--- src/rtl/caliptra_fpga_sync_bkpt_ctrl_if.sv ---
// Configuration, trigger and status bundle for the gated-domain breakpoint controller.
// Handshake: no valid/ready pair; config and triggers are level-sampled on every gated edge, halt_req is a registered level held while state==HALT.
interface caliptra_fpga_sync_bkpt_ctrl_if #(
  parameter int NUM_TRIG = 4,
  parameter int CNT_W    = 64,
  parameter int DLY_W    = 16
);
  logic                cfg_arm;
  logic                cfg_disarm;
  logic [1:0]          cfg_mode;
  logic [CNT_W-1:0]    cfg_cycle_target;
  logic [NUM_TRIG-1:0] cfg_trig_mask;
  logic [7:0]          cfg_hit_target;
  logic [DLY_W-1:0]    cfg_post_delay;
  logic [CNT_W-1:0]    cycle_count;
  logic [NUM_TRIG-1:0] trig_in;
  logic                halt_req;
  logic [1:0]          state;
  logic [7:0]          hit_count;
  logic [CNT_W-1:0]    cycle_capture;
  logic [NUM_TRIG-1:0] trig_capture;

  modport master (
    output cfg_arm, cfg_disarm, cfg_mode, cfg_cycle_target, cfg_trig_mask,
           cfg_hit_target, cfg_post_delay, cycle_count, trig_in,
    input  halt_req, state, hit_count, cycle_capture, trig_capture
  );

  modport slave (
    input  cfg_arm, cfg_disarm, cfg_mode, cfg_cycle_target, cfg_trig_mask,
           cfg_hit_target, cfg_post_delay, cycle_count, trig_in,
    output halt_req, state, hit_count, cycle_capture, trig_capture
  );
endinterface

--- src/rtl/caliptra_fpga_sync_bkpt_ctrl.sv ---
// Breakpoint controller: counts cycle/trigger matches on gated edges and raises halt_req
// at a reproducible cycle, capturing cycle number and trigger vector at the firing match.
module caliptra_fpga_sync_bkpt_ctrl #(
  parameter int NUM_TRIG = 4,
  parameter int CNT_W    = 64,
  parameter int DLY_W    = 16
) (
  input  logic aclk_gated,
  input  logic rstn,
  caliptra_fpga_sync_bkpt_ctrl_if.slave bus
);

  typedef enum logic [1:0] {
    ST_IDLE  = 2'd0,
    ST_ARMED = 2'd1,
    ST_DELAY = 2'd2,
    ST_HALT  = 2'd3
  } state_e;

  state_e              state_q, state_d;
  logic [NUM_TRIG-1:0] prev_trig_q;
  logic                prev_all_q;
  logic [DLY_W-1:0]    dly_q, dly_d;
  logic [7:0]          hit_q, hit_d;
  logic [CNT_W-1:0]    cyc_cap_q, cyc_cap_d;
  logic [NUM_TRIG-1:0] trig_cap_q, trig_cap_d;
  logic                halt_q;

  logic [NUM_TRIG-1:0] trig_edge;
  logic                all_cond;
  logic                match;
  logic [7:0]          hit_inc;
  logic [7:0]          hit_tgt;
  logic                fire;

  // An empty mask would make the all-of condition vacuously true, so it is forced low.
  always_comb begin
    trig_edge = bus.trig_in & ~prev_trig_q;
    all_cond  = (|bus.cfg_trig_mask) & (&(bus.trig_in | ~bus.cfg_trig_mask));
    match     = 1'b0;
    case (bus.cfg_mode)
      2'd0:    match = (bus.cycle_count == bus.cfg_cycle_target);
      2'd1:    match = |(trig_edge & bus.cfg_trig_mask);
      2'd2:    match = all_cond & ~prev_all_q;
      default: match = 1'b0;
    endcase
    hit_inc = (hit_q == 8'hFF) ? hit_q : hit_q + 8'd1;
    hit_tgt = (bus.cfg_hit_target == 8'd0) ? 8'd1 : bus.cfg_hit_target;
    fire    = (hit_inc >= hit_tgt);
  end

  always_comb begin
    state_d    = state_q;
    dly_d      = dly_q;
    hit_d      = hit_q;
    cyc_cap_d  = cyc_cap_q;
    trig_cap_d = trig_cap_q;
    if (bus.cfg_disarm) begin
      state_d = ST_IDLE;
    end else begin
      case (state_q)
        ST_IDLE: begin
          if (bus.cfg_arm) begin
            state_d    = ST_ARMED;
            hit_d      = 8'd0;
            cyc_cap_d  = '0;
            trig_cap_d = '0;
          end
        end
        ST_ARMED: begin
          if (match) begin
            hit_d = hit_inc;
            if (fire) begin
              cyc_cap_d  = bus.cycle_count;
              trig_cap_d = bus.trig_in;
              if (bus.cfg_post_delay == '0) begin
                state_d = ST_HALT;
              end else begin
                state_d = ST_DELAY;
                dly_d   = bus.cfg_post_delay - DLY_W'(1);
              end
            end
          end
        end
        ST_DELAY: begin
          if (dly_q == '0) state_d = ST_HALT;
          else             dly_d   = dly_q - DLY_W'(1);
        end
        default: state_d = ST_IDLE;
      endcase
    end
  end

  always_ff @(posedge aclk_gated or negedge rstn) begin
    if (!rstn) begin
      state_q     <= ST_IDLE;
      prev_trig_q <= '0;
      prev_all_q  <= 1'b0;
      dly_q       <= '0;
      hit_q       <= 8'd0;
      cyc_cap_q   <= '0;
      trig_cap_q  <= '0;
      halt_q      <= 1'b0;
    end else begin
      state_q     <= state_d;
      prev_trig_q <= bus.trig_in;
      prev_all_q  <= all_cond;
      dly_q       <= dly_d;
      hit_q       <= hit_d;
      cyc_cap_q   <= cyc_cap_d;
      trig_cap_q  <= trig_cap_d;
      halt_q      <= (state_d == ST_HALT);
    end
  end

  assign bus.halt_req      = halt_q;
  assign bus.state         = state_q;
  assign bus.hit_count     = hit_q;
  assign bus.cycle_capture = cyc_cap_q;
  assign bus.trig_capture  = trig_cap_q;

endmodule
--- src/flat_wrapper.sv ---
// flat-port wrapper written by rule: the top's interface ports become plain ports
module caliptra_fpga_sync_bkpt_ctrl_flat 
#(
  parameter int NUM_TRIG = 4,
  parameter int CNT_W    = 64,
  parameter int DLY_W    = 16
)
  (aclk_gated, rstn, bus_cfg_arm, bus_cfg_disarm, bus_cfg_mode, bus_cfg_cycle_target, bus_cfg_trig_mask, bus_cfg_hit_target, bus_cfg_post_delay, bus_cycle_count, bus_trig_in, bus_halt_req, bus_state, bus_hit_count, bus_cycle_capture, bus_trig_capture);
  caliptra_fpga_sync_bkpt_ctrl_if #(.NUM_TRIG(NUM_TRIG), .CNT_W(CNT_W), .DLY_W(DLY_W)) bus_i ();
  input  logic aclk_gated;
  input  logic rstn;
  input wire logic [$bits(bus_i.cfg_arm)-1:0] bus_cfg_arm;
  input wire logic [$bits(bus_i.cfg_disarm)-1:0] bus_cfg_disarm;
  input wire logic [$bits(bus_i.cfg_mode)-1:0] bus_cfg_mode;
  input wire logic [$bits(bus_i.cfg_cycle_target)-1:0] bus_cfg_cycle_target;
  input wire logic [$bits(bus_i.cfg_trig_mask)-1:0] bus_cfg_trig_mask;
  input wire logic [$bits(bus_i.cfg_hit_target)-1:0] bus_cfg_hit_target;
  input wire logic [$bits(bus_i.cfg_post_delay)-1:0] bus_cfg_post_delay;
  input wire logic [$bits(bus_i.cycle_count)-1:0] bus_cycle_count;
  input wire logic [$bits(bus_i.trig_in)-1:0] bus_trig_in;
  output wire logic [$bits(bus_i.halt_req)-1:0] bus_halt_req;
  output wire logic [$bits(bus_i.state)-1:0] bus_state;
  output wire logic [$bits(bus_i.hit_count)-1:0] bus_hit_count;
  output wire logic [$bits(bus_i.cycle_capture)-1:0] bus_cycle_capture;
  output wire logic [$bits(bus_i.trig_capture)-1:0] bus_trig_capture;
  assign bus_i.cfg_arm = bus_cfg_arm;
  assign bus_i.cfg_disarm = bus_cfg_disarm;
  assign bus_i.cfg_mode = bus_cfg_mode;
  assign bus_i.cfg_cycle_target = bus_cfg_cycle_target;
  assign bus_i.cfg_trig_mask = bus_cfg_trig_mask;
  assign bus_i.cfg_hit_target = bus_cfg_hit_target;
  assign bus_i.cfg_post_delay = bus_cfg_post_delay;
  assign bus_i.cycle_count = bus_cycle_count;
  assign bus_i.trig_in = bus_trig_in;
  assign bus_halt_req = bus_i.halt_req;
  assign bus_state = bus_i.state;
  assign bus_hit_count = bus_i.hit_count;
  assign bus_cycle_capture = bus_i.cycle_capture;
  assign bus_trig_capture = bus_i.trig_capture;
  caliptra_fpga_sync_bkpt_ctrl #(.NUM_TRIG(NUM_TRIG), .CNT_W(CNT_W), .DLY_W(DLY_W)) u_core (.aclk_gated(aclk_gated), .rstn(rstn), .bus(bus_i));
endmodule
--- config.mk ---
export PLATFORM = sky130hd
export DESIGN_NAME = caliptra_fpga_sync_bkpt_ctrl_flat
export DESIGN_NICKNAME = d
export VERILOG_FILES = /design/src/rtl/caliptra_fpga_sync_bkpt_ctrl_if.sv /design/src/rtl/caliptra_fpga_sync_bkpt_ctrl.sv /design/src/flat_wrapper.sv
export SDC_FILE = /design/constraint.sdc
export NUM_CORES = 1
export LEC_CHECK = 0
export CELL_PAD_IN_SITES_DETAIL_PLACEMENT = 0
export CELL_PAD_IN_SITES_GLOBAL_PLACEMENT = 1
export CORE_MARGIN = 2
export CORE_UTILIZATION = 30
export CTS_CLUSTER_SIZE = 14
export DETAILED_ROUTE_END_ITERATION = 10
export DONT_BUFFER_PORTS = 1
export MAX_ROUTING_LAYER = met4
export PLACE_DENSITY = 0.64
export SETUP_SLACK_MARGIN = 0.3
export SYNTH_ARGS = -nofsm -noshare
export SYNTH_HDL_FRONTEND = slang
export SYNTH_SLANG_ARGS = --single-unit
--- constraint.sdc ---
create_clock -name aclk_gated -period 3.35 [get_ports aclk_gated]
set_input_delay 0.335 -clock aclk_gated [delete_from_list [all_inputs] [get_ports aclk_gated]]
set_output_delay 0.335 -clock aclk_gated [all_outputs]
set_load 0.1 [all_outputs]
==> results of run 1 <==
[area by class of cell]
class / count / area, um2
Fill cell: 1853 / 11700
Sequential cell: 100 / 2520
Timing Repair Buffer: 53 / 576
Clock buffer: 10 / 239
Tap cell: 234 / 293
Multi-Input combinational cell: 404 / 3190
Clock inverter: 6 / 56.3
Inverter: 27 / 101
[cells in the mapped netlist (4+ instances only)]
cell type	number	area share, %
sky130_fd_sc_hd__a21oi_1	20	1.8
sky130_fd_sc_hd__nand2b_1	7	0.77
sky130_fd_sc_hd__xor2_1	67	10
sky130_fd_sc_hd__mux2_2	5	0.99
sky130_fd_sc_hd__and2_1	4	0.44
sky130_fd_sc_hd__buf_4	5	0.66
sky130_fd_sc_hd__nor3_1	18	1.6
sky130_fd_sc_hd__clkbuf_1	9	0.59
sky130_fd_sc_hd__nor4_1	21	2.3
sky130_fd_sc_hd__ha_1	14	3.1
sky130_fd_sc_hd__or3_1	4	0.44
sky130_fd_sc_hd__mux2i_1	18	3.2
sky130_fd_sc_hd__nand4_1	10	1.1
sky130_fd_sc_hd__a31oi_1	6	0.66
sky130_fd_sc_hd__xnor2_1	12	1.8
sky130_fd_sc_hd__o21ai_0	16	1.4
sky130_fd_sc_hd__dfrtp_1	100	44
sky130_fd_sc_hd__nor3b_1	5	0.66
sky130_fd_sc_hd__inv_1	27	1.8
sky130_fd_sc_hd__buf_2	12	1.1
sky130_fd_sc_hd__nor2_1	34	2.2
sky130_fd_sc_hd__nand3_1	12	1.1
sky130_fd_sc_hd__o221ai_1	7	1.1
sky130_fd_sc_hd__a22o_1	68	10
sky130_fd_sc_hd__nand2_1	21	1.4
[timing repair]
action	in CTS	in global routing
pin swaps	19	13
endpoints found under the setup margin	87	87
hold buffers	6	0
resized for setup	24	30
setup buffers	4	6
cloned	3	1
endpoints found under the hold margin	104	0
[per-layer routing]
layer / vias to the layer above / global-route usage [%]
li1: 2124 / -
met3: 14 / 5.55
met2: 194 / 31.8
met4: 0 / 4.53
met5: - / -
met1: 2329 / 22.3
[cell families (layout without fill, tap and decap cells)]
family	count (synthesis)	in the layout	synth area share, %
and+or+nand+nor	150	150	14.1
AOI/OAI and AO/OA	138	138	18.7
DFF	100	100	43.8
xor gates and xnor gates	79	79	12.1
buffers and inverters	53	96	4.08
muxes	23	23	4.14
adders and majority gates	14	14	3.07
[placed cells by master, fill, tap and decap left out, types with 5 or more instances in the layout]
cell type / n
sky130_fd_sc_hd__dfrtp_2: 6
sky130_fd_sc_hd__nand2_1: 19
sky130_fd_sc_hd__mux2i_1: 18
sky130_fd_sc_hd__o221ai_1: 6
sky130_fd_sc_hd__dfrtp_1: 90
sky130_fd_sc_hd__nor2_1: 34
sky130_fd_sc_hd__nand4_1: 10
sky130_fd_sc_hd__nor3_1: 15
sky130_fd_sc_hd__nand3_1: 11
sky130_fd_sc_hd__a21oi_2: 8
sky130_fd_sc_hd__inv_1: 27
sky130_fd_sc_hd__ha_1: 12
sky130_fd_sc_hd__nor4_1: 20
sky130_fd_sc_hd__o21ai_0: 7
sky130_fd_sc_hd__nand2b_1: 7
sky130_fd_sc_hd__a21oi_1: 12
sky130_fd_sc_hd__a22o_1: 68
sky130_fd_sc_hd__clkbuf_16: 10
sky130_fd_sc_hd__xor2_1: 67
sky130_fd_sc_hd__dlygate4sd3_1: 5
sky130_fd_sc_hd__buf_4: 30
sky130_fd_sc_hd__buf_6: 6
sky130_fd_sc_hd__xnor2_1: 9
sky130_fd_sc_hd__o21ai_1: 9
[flip-flops by register name, indices dropped and copies added, names as in the netlist]
name and cells:
u_core.bus.cycle_capture 64, u_core.bus.halt_req 1, u_core.bus.hit_count 8, u_core.bus.state 2, u_core.bus.trig_capture 4, u_core.dly_q 16, u_core.prev_all_q 1, u_core.prev_trig_q 4
[power groups by stage]
stage / Sequential, mW / Combinational [mW] / Clock [mW]
6_report: 1.46 / 0.895 / 1.06
5_1_grt: 1.48 / 0.975 / 1.14
4_1_cts: 1.46 / 0.800 / 1.09
3_5_place_dp: 1.49 / 0.724 / 0
3_3_place_gp: 1.48 / 0.697 / 0
2_1_floorplan: 1.54 / 0.477 / 0
[metrics by stage]
stage               setup TNS (ns)  cells  total power [mW]  utilization (%)
finish                           0    834              3.42             37.3
detailed placement           -4.41    798              2.21             33.1
global placement             -1.92    798              2.18             33.1
CTS                              0    827              3.35             36.0
global route                -11.33    834              3.60             37.3
floorplan                    -1.77    557              2.01                -
[worst max-delay path, cell delays in order (launching register included)]
cell and delay (ns):
sky130_fd_sc_hd__dfrtp_4 0.50, sky130_fd_sc_hd__ha_4 0.17, sky130_fd_sc_hd__and4_4 0.14, sky130_fd_sc_hd__nand4_1 0.15, sky130_fd_sc_hd__buf_4 0.16, sky130_fd_sc_hd__nand4_1 0.13, sky130_fd_sc_hd__xnor2_2 0.19, sky130_fd_sc_hd__ha_1 0.31
sky130_fd_sc_hd__nand2_2 0.06, sky130_fd_sc_hd__nor3_2 0.18, sky130_fd_sc_hd__a21oi_2 0.09, sky130_fd_sc_hd__nor2_1 0.11, sky130_fd_sc_hd__a32oi_2 0.12, sky130_fd_sc_hd__buf_6 0.14, sky130_fd_sc_hd__nor4_4 0.22, sky130_fd_sc_hd__buf_6 0.20
sky130_fd_sc_hd__clkbuf_16 0.20, sky130_fd_sc_hd__a22o_1 0.15
[worst paths after layout]
| kind | startpoint | end |
|---|---|---|
| worst min register to register | u_core.dly_q[0] | u_core.dly_q[0] |
| min in group asynchronous | rstn | u_core.dly_q[8] |
| max in group asynchronous | rstn | u_core.bus.hit_count[7] |
| worst max-delay path | u_core.bus.hit_count[0] | u_core.bus.cycle_capture[54] |
| worst min-delay path | bus_cfg_disarm | u_core.bus.state[0] |
| worst max register to register | u_core.bus.hit_count[0] | u_core.bus.cycle_capture[54] |
==> results list, run 1 <==
- Share of power burned in the clock network: 31.0%
- The cell sitting at the root of the clock tree is a sky130_fd_sc_hd__clkbuf_16.
* Antenna violations before repair: 0
- Worst hold margin: 0.0408 ns
* Number of buffers created by CTS: 9
- PD cells: roughly 490 mW/mm2
- The initial utilization of the core area, before any placement, comes to 30.5%.
* Global-route usage over all layers: 18.9%
- Maximum number of buffers from clock root to sink: 2
- Global-route wire length before repair: 28000 um
- Before antenna repair, the detailed router went through 6 iterations.
* VDD IR-drop max: 218 uV
- Switching power summed over all nets: 1.17 mW
- Mapped Nets: 737
- Across the routed clock network, the largest skew measured is roughly 0.011 ns.
- Synthesized flop and latch total: 100
- After clock tree synthesis, the clock-pin slew on the worst setup and hold paths is 0.07 ns.
- Data on the critical path is required at its endpoint by 3.64 ns.
- Wire segments on met2 add up to 9970 um in the final route.
* Vias in the first global route: roughly 4800
* Remaining antenna violation count after routing: 0
- Slew at the pin with the worst max-slew slack: 0.959 ns
- Clock tree from TritonCTS: yes
- The worst setup path is launched from a register.
- Of the available clock period, the critical path in the final layout requires between 90% and 100%.
- Post-place setup slack: -0.0893 ns
- Post-DR vias/cell: 5.59
* Instance count of the mapped netlist: 557
- Yosys printed 0 warnings.
- Routed length per placed instance: 22.9 um
- Avg Inst Size Synth: 10.2 um2
- Routability-driven placement finished with a final weighted congestion of slightly above 0.8.
* Pin count of the biggest net entering global routing: 101
- Nature of the critical path endpoint: register
- The total area inside the core boundary comes to 0.0187 mm2.
- In this run the register-to-register setup slack is 0.03 ns.
- Minimum clock period: approximately 3.3 ns
- Total non-filler cell area in the finished layout: 0.00698 mm2
* Routed length on met1: about 7500 um
- Final HPWL DP: 13500 um
- Vertical die dimension: approximately 140 um
* # clock sinks: 100
* Unrepaired setup endpoints after global routing: true
- Worst setup path category: register to register
* Remaining DRCs: 0
- Of the total power, the share spent switching nets is 34.1%.
- For this block, the routed nets add up to 19100 um of wire.
* Routed wl met3: between 1000 and 1500 um
- The placed instances occupy a cell area of 0.00619 mm2.
* Depth of the worst register-to-register path: 17
* Area of the die: 0.0201 mm2
* Number of endpoints with negative hold slack in the final report: 0
- Share of synthesized area occupied by flip-flops and latches: 43.8%
- In this run the worst hold path is classified as primary input to register.
- Worst-path fanout max: 17
- Signal routing reaches up to met4.
- STA puts the critical path data arrival time at ~3.6 ns.
- The clock tree synthesis step divided the H-tree into 3 levels.
* Synth async-reset ratio: 100%
- At the end of the flow, the number of nets in the layout was 775.
* Run status: finished, final reports clean
- Summed over all layers, the global routing overflow is 0.
- Part of the total power dissipated in sequential elements: 42.8%
- Of the cells placed in the final design, the portion with a size suffix greater than 1 is 19.5%.
* Rows: 50
- P_leak: 3.03 nW
* Number of buffers added on ports: 0
* Antenna diode instance count: 0
* Max-slew violation count: 0
- Layout overhead on the synthesized area: 22.3%
* Clock latency reported for the late side of the worst-skew pair: 0.35 ns
- The routed layout has 4661 vias.
* Die width: 142 um
- 245 I/O pins were placed.
- Combinational share of power: 26.2%
- Cell depth of the worst hold path: 1
- Netlist area before placement: 0.00571 mm2
* Maxcap violations: 0
* Final setup vio count: 0
* DRC violation total after the first TritonRoute iteration: 256
- For this run, the leading register cell type out of synthesis is sky130_fd_sc_hd__dfrtp_1.
* Worst max-slew margin expressed relative to the limit: 36.1%
- Achievable frequency: 301 MHz
- Internal: 2.25 mW
- Number of flops mapped to enable cells by yosys: 0
* Worst-case setup margin in the final layout: about 0.033 ns
- After synthesis, the netlist uses 47 different library cells.
Note: power is estimated with default switching activity, not from simulation.
==> run 2, diff against run 1 <==
--- a/config.mk
+++ b/config.mk
@@ -8,13 +8,12 @@
 export CELL_PAD_IN_SITES_DETAIL_PLACEMENT = 0
 export CELL_PAD_IN_SITES_GLOBAL_PLACEMENT = 1
 export CORE_MARGIN = 2
-export CORE_UTILIZATION = 30
+export CORE_UTILIZATION = 43
 export CTS_CLUSTER_SIZE = 14
 export DETAILED_ROUTE_END_ITERATION = 10
 export DONT_BUFFER_PORTS = 1
 export MAX_ROUTING_LAYER = met4
-export PLACE_DENSITY = 0.64
-export SETUP_SLACK_MARGIN = 0.3
+export PLACE_DENSITY = 0.84
 export SYNTH_ARGS = -nofsm -noshare
 export SYNTH_HDL_FRONTEND = slang
 export SYNTH_SLANG_ARGS = --single-unit
==> results list, run 2 (synthesis gave the netlist of run 1 again) <==
- The count of TritonRoute iterations in the first routing pass is 5 (-1).
- The required time at the worst-slack endpoint was 3.62 ns (-0.02 ns).
- Share of post-route cells with drive strength above 1: 21.3% (+1.8 points)
- The worst register-to-register path begins at u_core.bus.hit_count[0].
- Antenna violations before repair: 0 (unchanged)
* Run status: finished, final reports clean
- The flip-flop count of the largest register after layout came to 64 (unchanged).
* Final HPWL DP: 12700 um (-6.1%)
* Worst Hold Launch: bus_trig_in[2]
* Sequential cell area: 0.00252 mm2 (about the same)
- Total power after layout: 3.45 mW (+1.1%)
- The library cell used most frequently in the layout, excluding fill and tap cells, is sky130_fd_sc_hd__dfrtp_1.
* Minimum clock period: 3.33 ns (+0.0152 ns)
- The final routed DRC violation total came to 0 (unchanged).
- Rows: 42 (-16%)
- The aggregate global routing overflow is 0 (unchanged).
* Maxcap violations: 0 (unchanged)
- The accumulated negative setup slack is 0 ns (unchanged).
- Leaving out fill and tap cells, the most frequent cells in the layout are 91 x sky130_fd_sc_hd__dfrtp_1, 68 x sky130_fd_sc_hd__a22o_1, 67 x sky130_fd_sc_hd__xor2_1.
* Clk root buf: sky130_fd_sc_hd__clkbuf_16
* CORE AREA: 0.0131 mm2 (-30%)
- The final worst slack is 0.0178 ns (-0.0152 ns).
- The final number of hold-violating endpoints was 0 (unchanged).
* Global-route usage over all layers: 23.5% (+4.7 points)
- The chip width is 119 um (-16%).
- Maximum number of buffers from clock root to sink: 2 (unchanged)
* Filler Cell Count: 1119 (-40%)
* # IOs: 245 (unchanged)
* Final Cycle Share: 99.5% (+0.45 points)
- Worst path max stage delay: 0.51 ns (about the same)
* Multi-input logic area: 0.00318 mm2 (-0.43%)
- Kind of launch point of the worst setup path: register
- The worst setup timing slack at the placement stage was -0.0243 ns (+0.0650 ns).
- The CTS H-tree depth is 3 (unchanged).
- The wire length of the first global-routing pass is 25300 um (-9.8%).
* Pin count of the biggest net entering global routing: 101 (unchanged)
- STA classifies the critical path endpoint as a register.
* Worst hold margin: 0.0221 ns (-0.0186 ns)
- The TritonCTS buffer count came to 9 (unchanged).
- VDD IR-drop max: 215 uV (-1.7%)
- The via-per-instance ratio came to 6.03 (+8.0%).
- Clock tree skew after final layout: 0.0156 ns (+0.00431 ns)
- DRC violation total after the first TritonRoute iteration: 295 (+15%)
* Final setup vio count: 0 (unchanged)
* Slew at the pin with the worst max-slew slack: 1.03 ns (+0.0698 ns)
- The worst setup path is of the register to register kind.
- The effective utilization at floorplan was 43.6% (+13 points).
- Antenna diode instance count: 0 (unchanged)
* Slowest CP cell: sky130_fd_sc_hd__dfrtp_4
- TritonCTS built the clock tree.
- Vias in the first global route: 4634 (-3.2%)
- The worst-path maximum fanout is 6 (-11).
* Weighted congestion at the end of routability-driven global placement: 0.908 (+12%)
- The maximum operating frequency is 300 MHz (-0.45%).
- Max-slew violation count: 0 (unchanged)
* PD cells: 485 mW/mm2 (-0.86%)
- Critical path data arrival time: 3.61 ns (about the same)
- Clock transition at the registers of the reported paths: 0.07 ns (about the same)
- Setup repair after global routing could not meet its margin everywhere.
- Area of the die: 0.0142 mm2 (-29%)
- Startpoint of the worst setup timing path: u_core.bus.hit_count[0]
- Crit-path cells: ha_4 -> and4_4 -> nand4_1 -> nand4_1 -> xnor2_2 -> ha_1 -> nor2_2 -> nor3_2 -> a21oi_2 -> nor2_1 -> a32oi_2 -> buf_6 -> nor4_4 -> buf_12 -> buf_12 -> clkbuf_16 -> a22o_1
* Clock latency reported for the late side of the worst-skew pair: 0.34 ns (about the same)
* Final wirelength: 17700 um (-7.4%)
- The die outline height is 119 um (-16%).
* P_leak: 3.12 nW (+2.9%)
- Utilization of the core after routing: 54.4% (+17 points)
- The final antenna-violating net count was 0 (unchanged).
- Worst max-slew margin expressed relative to the limit: 31.4% (-4.7 points)
- The total number of vias came to 4749 (+1.9%).
- Routed length per placed instance: 22.4 um (-1.9%)
- The number of sinks on the clock net came to 100 (unchanged).
* Worst hold path class: primary input to register
- The final net count was 786 (+1.4%).
- The total of buffers placed on input and output ports came to 0 (unchanged).
- Layout overhead on the synthesized area: 24.7%
==> run 2: per-layer routing <==
layer  vias up  GRT usage, %  wire, um
met5         -             -         0
met4         0          6.77       311
met3        24          6.42      1430
met2       217          38.4      8990
met1      2368          28.8      6920
li1       2140             -         -
==> run 2: path summary, 6_finish.rpt <==
kind | to | slack, ns | depth (start not counted)
max in group asynchronous | u_core.bus.hit_count[6] | 2.30 | 2
worst min-delay path | u_core.prev_trig_q[2] | 0.02 | 0
worst max-delay path | u_core.bus.cycle_capture[4] | 0.02 | 17
worst min register to register | u_core.dly_q[0] | 0.56 | 1
min in group asynchronous | u_core.dly_q[6] | 0.56 | 2
worst max register to register | u_core.bus.cycle_capture[4] | 0.02 | 17
==> run 2: repair_timing <==
| action | CTS | global route |
|---|---|---|
| hold buffers | 2 | 2 |
| endpoints found under the setup margin | 46 | 84 |
| resized for setup | 4 | 38 |
| pin swaps | 1 | 47 |
| gates cloned | 0 | 10 |
| hold endpoints to repair | 100 | 2 |
| buffers inserted | 0 | 10 |
==> run 2: critical path, delay by kind of cell, from the launching register on <==
kind,cells,cell delay [ns]
DFF,1,0.51
and+or+nand+nor,7,1.17
AOI/OAI and AO/OA,3,0.33
adders and majority gates,2,0.48
buffers and inverters,4,0.58
xor gates and xnor gates,1,0.19
==> run 2: power breakdown <==
group	switching (mW)	total (mW)	leakage [nW]	internal, mW
combinational	0.509	0.897	1.63	0.388
clock	0.487	1.09	0.150	0.608
sequential	0.137	1.46	1.34	1.33
total	1.13	3.45	3.12	2.32
==> run 2: area by class of cell <==
type / count / area share (%)
tap: 176 / 3.09
clock inverter: 6 / 0.966
timing repair buffer: 64 / 11.1
multi-input combinational: 404 / 44.6
sequential: 100 / 35.4
clock buffer: 10 / 3.36
inverter: 27 / 1.42
==> run 2: through the flow <==
step | instance area [um2] | std cells
2_1_floorplan | 5780 | 557
3_3_place_gp | 6230 | 747
3_5_place_dp | 6230 | 747
5_1_grt | 7120 | 787
4_1_cts | 6600 | 765
6_report | 7120 | 787
